<file path="src/rtl/clk_en_seq.sv">
// Always-on 32 kHz sequencer for the CRGU gated clocks: efuse load, reset release,
// then afe/slot/data/timer enables brought up one step apart and torn down in reverse.
module clk_en_seq #(
    parameter int CNT_W    = 8,
    parameter int EFUSE_TO = 200
) (
    input  logic             clk_32k,
    input  logic             rst_32k,
    input  logic             rg_top_start,
    input  logic [CNT_W-1:0] rg_step_dly,
    input  logic             efuse_done,
    output logic             efuse_req,
    output logic             efuse_clk_en,
    output logic             afe_clk_en,
    output logic             slot_clk_en,
    output logic             data_clk_en,
    output logic             timer_clk_en,
    output logic             shut_rstn,
    output logic             seq_run,
    output logic             seq_err,
    output logic [2:0]       seq_state
);

    typedef enum logic [2:0] {
        S_IDLE   = 3'd0,
        S_EFUSE  = 3'd1,
        S_PWR_UP = 3'd2,
        S_RUN    = 3'd3,
        S_PWR_DN = 3'd4,
        S_ERR    = 3'd5
    } state_t;

    localparam logic [CNT_W-1:0] TO_LAST = CNT_W'(EFUSE_TO - 1);
    localparam logic [CNT_W-1:0] ONE     = CNT_W'(1);

    state_t           state_q, state_d;
    logic [CNT_W-1:0] cnt_q, cnt_d;
    // Thermometer code {timer, data, slot, afe}: shifting left brings up the next
    // clock, shifting right drops the highest one, so only one bit moves per edge.
    logic [3:0]       en_q, en_d;
    logic             efuse_q, efuse_d;
    logic             rstn_q, rstn_d;
    logic             run_q, run_d;
    logic             err_q, err_d;

    logic [CNT_W-1:0] step_dly;
    logic             step_hit;

    assign step_dly = (rg_step_dly == '0) ? ONE : rg_step_dly;
    assign step_hit = (cnt_q == ONE);

    always_ff @(posedge clk_32k or posedge rst_32k) begin
        if (rst_32k) begin
            state_q <= S_IDLE;
            cnt_q   <= '0;
            en_q    <= '0;
            efuse_q <= 1'b0;
            rstn_q  <= 1'b0;
            run_q   <= 1'b0;
            err_q   <= 1'b0;
        end else begin
            state_q <= state_d;
            cnt_q   <= cnt_d;
            en_q    <= en_d;
            efuse_q <= efuse_d;
            rstn_q  <= rstn_d;
            run_q   <= run_d;
            err_q   <= err_d;
        end
    end

    always_comb begin
        state_d = state_q;
        cnt_d   = cnt_q;
        en_d    = en_q;
        efuse_d = efuse_q;
        rstn_d  = rstn_q;
        run_d   = run_q;
        err_d   = err_q;
        case (state_q)
            S_IDLE: begin
                if (rg_top_start) begin
                    state_d = S_EFUSE;
                    efuse_d = 1'b1;
                    cnt_d   = '0;
                end
            end
            S_EFUSE: begin
                cnt_d = cnt_q + ONE;
                if (!rg_top_start) begin
                    efuse_d = 1'b0;
                    state_d = S_IDLE;
                end else if (efuse_done) begin
                    efuse_d = 1'b0;
                    rstn_d  = 1'b1;
                    cnt_d   = step_dly;
                    state_d = S_PWR_UP;
                end else if (cnt_q == TO_LAST) begin
                    efuse_d = 1'b0;
                    err_d   = 1'b1;
                    state_d = S_ERR;
                end
            end
            S_PWR_UP: begin
                cnt_d = cnt_q - ONE;
                if (!rg_top_start) begin
                    if (en_q == '0) begin
                        rstn_d  = 1'b0;
                        state_d = S_IDLE;
                    end else begin
                        en_d    = en_q >> 1;
                        cnt_d   = step_dly;
                        state_d = S_PWR_DN;
                    end
                end else if (step_hit) begin
                    en_d  = {en_q[2:0], 1'b1};
                    cnt_d = step_dly;
                    if (en_q[2]) begin
                        run_d   = 1'b1;
                        state_d = S_RUN;
                    end
                end
            end
            S_RUN: begin
                if (!rg_top_start) begin
                    en_d    = en_q >> 1;
                    run_d   = 1'b0;
                    cnt_d   = step_dly;
                    state_d = S_PWR_DN;
                end
            end
            S_PWR_DN: begin
                cnt_d = cnt_q - ONE;
                if (step_hit) begin
                    cnt_d = step_dly;
                    if (en_q == '0) begin
                        rstn_d  = 1'b0;
                        state_d = S_IDLE;
                    end else begin
                        en_d = en_q >> 1;
                    end
                end
            end
            S_ERR: begin
                if (!rg_top_start) begin
                    err_d   = 1'b0;
                    state_d = S_IDLE;
                end
            end
            default: begin
                state_d = S_IDLE;
                en_d    = '0;
                efuse_d = 1'b0;
                rstn_d  = 1'b0;
                run_d   = 1'b0;
                err_d   = 1'b0;
            end
        endcase
    end

    assign efuse_req    = efuse_q;
    assign efuse_clk_en = efuse_q;
    assign afe_clk_en   = en_q[0];
    assign slot_clk_en  = en_q[1];
    assign data_clk_en  = en_q[2];
    assign timer_clk_en = en_q[3];
    assign shut_rstn    = rstn_q;
    assign seq_run      = run_q;
    assign seq_err      = err_q;
    assign seq_state    = state_q;

endmodule
</file>
<file path="config.mk">
export PLATFORM = sky130hd
export DESIGN_NAME = clk_en_seq
export DESIGN_NICKNAME = d
export VERILOG_FILES = /design/src/rtl/clk_en_seq.sv
export SDC_FILE = /design/constraint.sdc
export NUM_CORES = 1
export LEC_CHECK = 0
export ABC_AREA = 1
export BUFFER_PORTS_ARGS = -buffer_cell sky130_fd_sc_hd__buf_2
export CAP_MARGIN = 15
export CORE_MARGIN = 4
export CORE_UTILIZATION = 31
export DETAILED_ROUTE_END_ITERATION = 16
export GPL_ROUTABILITY_DRIVEN = 0
export GPL_TIMING_DRIVEN = 0
export PLACE_DENSITY = 0.51
export SLEW_MARGIN = 15
export SYNTH_ARGS = -nofsm -noshare
export SYNTH_HDL_FRONTEND = slang
export SYNTH_SLANG_ARGS = --single-unit
</file>
<file path="constraint.sdc">
create_clock -name clk_32k -period 4.3 [get_ports clk_32k]
set_clock_uncertainty 0.05 [all_clocks]
set_input_delay 0.215 -clock clk_32k [delete_from_list [all_inputs] [get_ports clk_32k]]
set_output_delay 0.215 -clock clk_32k [all_outputs]
set_load 0.02 [all_outputs]
</file>
* After elaboration in Yosys (flattened, before gate mapping) *
Index checks and enable logic that the tools add are counted.

word-level totals
  input bits = 12
  bits in latches = 0
  memories = 0
  bits in registers = 19
  logic and storage cells = 101
  memory bits (writable) = 0
  output and inout bits = 12
  memory bits (read-only) = 0

operators by class
  add/sub/neg operators = 2
  bitwise logic cells = 5
  divide/modulo/power cells = 0
  equality and inequality tests = 23
  multiplexer cells = 48
  order comparisons = 0
  shifts and indexed selects = 0
  reduce and logical (&&, ||, !) cells = 16
  multiply operators = 0

operators with widths
  kind                 count
  $mux 8               8
  $pmux 8 s5           1
  $mux 3               12
  $ne 2x2->1 const B   13
  $mux 4               5
  $pmux 3 s6           1
  $mux 1               16
  $pmux 4 s4           1
  $reduce_and 5->1     3
  $reduce_or 4->1      3
  $pmux 1 s3           3
  $add 8x1->8 const B  1
  $eq 8x1->1 const B   1
  $eq 8x8->1 const B   1
  $logic_not 8->1      1
  $reduce_and 8->1     1
  $sub 8x1->8 const B  1
  $eq 3x2->1 const B   2
  $eq 3x3->1 const B   2
  $ne 3x3->1 const B   2
  $reduce_and 3->1     2
  $reduce_or 3->1      2
  $not 1->1            5
  $reduce_bool 5->1    1
  other kinds (6)      6

* Logic depth before layout (Yosys ltp) *
Gate-level depths: netlist (run 1).

  depth in word-level cells = 5
  depth in mapped cells = 11

* Worst setup path after synthesis (run 1) *
OpenSTA, ideal clock, no wires.

  path type = flip-flop to flip-flop
  start point = register state_q[0], in the netlist seq_state[0]
  end point = register cnt_q[2]
  path slack = 2.696 ns
  setup time = 0.115 ns
  stages on the path, launching flop included = 12
  path buffers = 1
  period minus slack after synthesis = 1.604 ns
  data arrival time = 1.438 ns
  cell sequence = dfrtp_1 -> buf_6 -> nor2_1 -> inv_1 -> nand2_1 -> nand2_1 -> nor2_4 -> inv_4 -> nor2_1 -> nand2_1 -> nor2_1 -> nor2_1

on the way
  word-level cells in the longest chain between the ends = 3
  elaborated cells between the ends (all ways) = 10
  classes of those cells = eq/ne (6); mux (1); reduce/logical (3)

ends and longest elaborated chain
  what                                                       RTL line  source
  from (decl)                                                36        state_t state_q, state_d;
  from (signal assigned)                                     62        state_q <= state_d;
  $eq 3x3->1 (tied with other cells)                         80        case (state_q)
  $reduce_bool 5->1 (no line) or $ne 2x2->1 (tied branches)  n/a
  $reduce_and 3->1 (no line)                                 n/a
  to (signal assigned)                                       63        cnt_q <= cnt_d;
  to (decl)                                                  37        logic [CNT_W-1:0] cnt_q, cnt_d;

Several ways; a longest one is shown, not always the timed one.
A chain may end at the register's enable or synchronous reset.

* Final worst setup path (run 1) *
  start point = register cnt_q[1]
  end point = register state_q[2], in the netlist seq_state[2]

on the way
  word-level cells in the longest chain between the ends = 3
  elaborated cells between the ends (all ways) = 6
  classes of those cells = eq/ne (5); reduce/logical (1)

ends and longest elaborated chain
  what                                          RTL line
  $eq 8x8->1 or $eq 8x1->1 (tied branches)      98, 50
  $ne 4x4->1 (no line) (tied with other cells)  n/a
  $reduce_and 8->1 (no line) *                  n/a

Mark *: on every way between the ends. The rest lies on a longest branch, timed or not.

==> out/metrics.yaml, run 1 <==
status: "complete, no violations"
fin_ws_ns: 2.51
h-tree-depth: 1
setup_viol: 0
cts_setup_buffers: 0
syn_area_sq_um: 1710
vias: 1741
grt_pass1_wl_um: 7980
io_buffers: 22
p_leak_nw: 1.13
fin_crit_sh_pct: 41.7
clock-sinks: 19
finalCriticalPeriod_ns: 1.79
wl_um: 4790
ios: 24
timing.hold.ws_ns: 0.0414
reg2reg_depth: 11
critPathMaxFanout: 5
start_util_pct: 32.7
first_pass_iters: 4
wl_per_cell_um: 12.5
drt_iter0_markers: 112
rows: 26
max-cap-violations: 0
peakVddDrop_uv: 196
yosys_register_bits: 19
synth_cells: 286
synth_fp_nets: 301
grt_antenna_before_repair: 0
num_antenna_cells: 0
postCtsHoldBufs: 0
crit_start: "cnt_q[1]"
fmax_ghz: 0.557
final_nets: 328
cp-start-kind: "register"
final_cells: 382
gr-total-overflow: 0
grt_pass1_vias: 1619
yosysWarnings: 0
cp-endpoint: "seq_state[2]"
drv_slew: 0
total_power_mw: 1.13
die_height_um: 82.3
preCtsSetupSlack_ns: 2.52
crit-reg2reg-capture: "seq_state[2]"
cts_resized: 0
drc_errors: 0
max-slew-margin-rel_pct: 45.0
cts_tree: "done"
layout-drive-gt1-share_pct: 16.3
die_w_um: 82.3
dp.cells: 378
clk_pin_slew_ns: 0.09
grt_start_max_net_pins: 20
ys_seq_area_share_pct: 27.8
path_class: "register to register"
arrival_ns: 1.91
grt.total_usage_pct: 15.5
die_area_sq_um: 6770
p_per_area_nw_per_um2: 577
required_ns: 4.42
design.core.area_sq_um: 5240
rsz0062_at_grt: "false"
ys_types: 27
routed_via_density: 4.56
rr_startpoint: "cnt_q[1]"
finalHoldViolCount: 0
numCtsBuffers: 3
avgSynthCellArea_sq_um: 5.98
layout_commonest_cell: "nand2_1"
tns_ns: 0
root_buffer: "clkbuf_8"
critPathCaptureType: "register"
multiInputGateArea_sq_um: 1030
worstMarginPinSlew_ns: 0.824
mostFrequentLayoutCells: "nand2_1 (97), inv_1 (40), nor2_1 (33)"
area_growth_pct: 14.3
ant_nets: 0
num-fill-cells: 586
seq_area_sq_um: 475
dp_hpwl_um: 3750
clock_latency_ns: 0.27
reg2reg_slack_ns: 2.51
hp-class: "input pin to async pin"
cts.path.max_buffers: 2
-- kinds of logic after synthesis --
group | count (synthesis) | share of synthesized area (%)
fa+ha+maj | 3 | 2.19
xor+xnor | 2 | 1.02
compound gates | 36 | 11.2
simple gates | 177 | 45.5
buf+inv | 49 | 12.3
flops | 19 | 27.8
-- flip-flops by register name (all words and copies together), names as in the netlist --
signal / flops
shut_rstn: 1
en_q: 4
seq_state: 3
cnt_q: 8
efuse_clk_en: 1
seq_run: 1
seq_err: 1
-- critical path: stages, from the launching register on --
cell,delay (ns)
dfrtp_1,0.42
inv_1,0.09
ha_1,0.16
nand2_1,0.09
inv_1,0.08
nand2_2,0.09
nand2_2,0.10
nand2_2,0.07
nor3_2,0.30
nand2_2,0.11
nand2_1,0.07
nand2_1,0.05
-- power by group --
group | switching, mW | internal (mW)
clock network | 0.0745 | 0.0649
registers | 0.0517 | 0.230
logic | 0.472 | 0.236
total | 0.598 | 0.531
-- how the worst min path moves through the flow --
stage	depth (start not counted)	to	from
final	2	en_q[3]	rst_32k
after floorplan	1	cnt_q[0]	rst_32k
after detailed placement	2	en_q[3]	rst_32k
after global placement	2	shut_rstn	rst_32k
after CTS	2	en_q[3]	rst_32k
after global routing	2	en_q[3]	rst_32k
-- synth_stat cells --
master    count  area (sq um)
buf_6         2          22.5
dfrtp_1      19           475
nor2_2        3          18.8
buf_4         2          15.0
inv_2         3          11.3
xor2_1        2          17.5
nor3_2        1          10.0
nand3_1      25           125
o21ai_0      23           115
a21oi_1       5          25.0
nor2_1       33           124
nand2_1      97           364
nand2_2       6          37.5
nor2_4        3          33.8
ha_1          3          37.5
a22oi_1       1          7.51
inv_4         1          6.26
inv_1        40           150
nand3_2       1          10.0
nand4_1       3          18.8
o21ai_1       3          15.0
buf_2         1          5.00
nand3_4       1          17.5
o22ai_1       2          12.5
o211ai_1      1          7.51
nor3_1        4          20.0
a31o_2        1          8.76
-- per-layer routing --
metal	GRT usage, %	up-vias	wire, um
met3	2.06	6	247
met5	0	-	0
met1	23.5	745	2530
met4	4.98	0	61
met2	22.4	42	1950
li1	-	948	-
-- final cells by class --
type                    instances  share of cell area, %
flip-flops and latches         19                   24.3
plain buffers                   5                   2.18
clock inverters                 1                  0.256
inverters                      44                   8.57
multi-input cells             218                   52.5
repair buffers                 22                   5.63
well taps                      70                   4.48
clock buffers                   3                   2.11
-- through the flow --
step / utilization (%) / instance area (sq um)
floorplan: - / 1710
global placement: 36.5 / 1910
detailed placement: 36.5 / 1910
CTS: 37.3 / 1960
global route: 37.3 / 1960
finish: 37.3 / 1960
Power figures use the tool's default switching activity.
==> run 2: changes to the inputs <==
clock period = 1.8 ns   (was 4.3 ns; I/O delays follow)
==> out/metrics.yaml, run 2 (synthesis results as in run 1) <==
largest_register_ffs: 8
max-cap-violations: 0
final_cells: 398
grt_pass1_vias: 1630
switching_share_pct: 51.4
mostFrequentLayoutCells: "nand2_1 (95), inv_1 (38), nor2_1 (27)"
layout_commonest_cell: "nand2_1"
combPwrFrac_pct: 66.1
io_buffers: 22
rows: 26
p_per_area_nw_per_um2: 1400
top_register: "cnt_q"
cp-start-kind: "register"
clock-sinks: 19
cts_tree: "done"
die_area_sq_um: 6770
die_height_um: 82.3
rsz0062_at_grt: "true"
dp.cells: 378
critPathMaxFanout: 7
critPathCaptureType: "register"
power_frac_clock_pct: 11.1
drv_slew: 0
cts.path.max_buffers: 2
area_growth_pct: 26.1
drc_errors: 0
wl_um: 5120
final_nets: 344
grt_start_max_net_pins: 20
num_antenna_cells: 0
drt_iter0_markers: 98
start_util_pct: 32.7
h-tree-depth: 1
first_pass_iters: 4
max-slew-margin-rel_pct: 44.5
status: "complete, no violations"
vias: 1839
gr-total-overflow: 0
fmax_ghz: 0.583
routed_via_density: 4.62
die_w_um: 82.3
root_buffer: "clkbuf_8"
peakVddDrop_uv: 459
intPower_mw: 1.47
worstMarginPinSlew_ns: 0.832
hp-class: "input pin to register"
numCtsBuffers: 3
grt_pass1_wl_um: 8020
finalCriticalPeriod_ns: 1.72
tns_ns: 0
setup_viol: 0
ios: 24
clock_latency_ns: 0.27
power_frac_seq_pct: 22.8
grt_antenna_before_repair: 0
dp_hpwl_um: 3750
path_class: "register to register"
layout-drive-gt1-share_pct: 25.3
arrival_ns: 1.83
holdPathStages: 5
clk_pin_slew_ns: 0.09
wl_per_cell_um: 12.9
required_ns: 1.92
finalHoldViolCount: 0
reg2reg_depth: 10
ant_nets: 0
grt.total_usage_pct: 15.6
p_leak_nw: 1.21
p_sw_mw: 1.55
design.core.area_sq_um: 5240
fin_crit_sh_pct: 95.3
==> run 2: final cells by class <==
type                       instances  area [sq um]
fill                             574          3080
multi-input combinational        218          1090
sequential                        19           479
timing repair buffer              38           236
inverter                          44           173
tap                               70          87.6
buffer                             5          46.3
clock buffer                       3          41.3
clock inverter                     1          5.00
==> run 2: path summary, 6_finish.rpt <==
check	start	endpoint	slack, ns
max reg2reg	cnt_q[5]	seq_state[1]	0.08
max in group asynchronous	rst_32k	cnt_q[0]	0.67
min reg2reg	seq_err	seq_err	0.43
max	cnt_q[5]	seq_state[1]	0.08
min in group asynchronous	rst_32k	en_q[3]	0.47
min	rg_step_dly[3]	cnt_q[3]	0.09
==> run 2: worst max-delay path: stages (launching register included) <==
cell     delay (ns)
dfrtp_1        0.48
nor2_2         0.20
nand2_2        0.09
inv_2          0.06
nand2_2        0.09
nand2_4        0.09
nand2_4        0.06
nor3_4         0.28
nand2_2        0.10
nand2_1        0.06
nand2_1        0.05
==> run 2: metal layers <==
layer	vias to the layer above	GRT usage, %	wire length (um)
met1	811	23.6	2600
met2	43	22.6	2210
met4	0	4.98	50
met3	4	2.06	267
li1	981	-	-
met5	-	0	0
==> run 2: metrics by stage <==
step / instance area (sq um) / worst slack (ns) / hold WS, ns / util [%] / power (mW)
finish: 2160 / 0.0849 / 0.0876 / 41.2 / 3.03
global route: 2160 / -0.0234 / 0.131 / 41.2 / 3.32
CTS: 1970 / 0.00569 / 0.0748 / 37.5 / 2.72
detailed placement: 1910 / 0.0221 / 0.247 / 36.5 / 2.37
global placement: 1910 / -0.0131 / 0.238 / 36.5 / 2.38
floorplan: 1710 / 0.196 / -0.00887 / - / 1.96
==> run 2: power by group through the flow <==
stage                     Clock [mW]  Sequential (mW)  Combinational, mW
after global placement             0            0.677               1.70
final                          0.336            0.690               2.00
after global routing           0.363            0.708               2.25
after floorplan                    0            0.727               1.23
after detailed placement           0            0.680               1.69
after CTS                      0.349            0.673               1.69
==> run 2: repair_timing <==
action | in CTS | in global routing
hold buffers | 1 | 0
endpoints found under the setup margin | 0 | 13
resized for setup | 0 | 26
hold endpoints to repair | 19 | 0
buffers inserted | 0 | 15
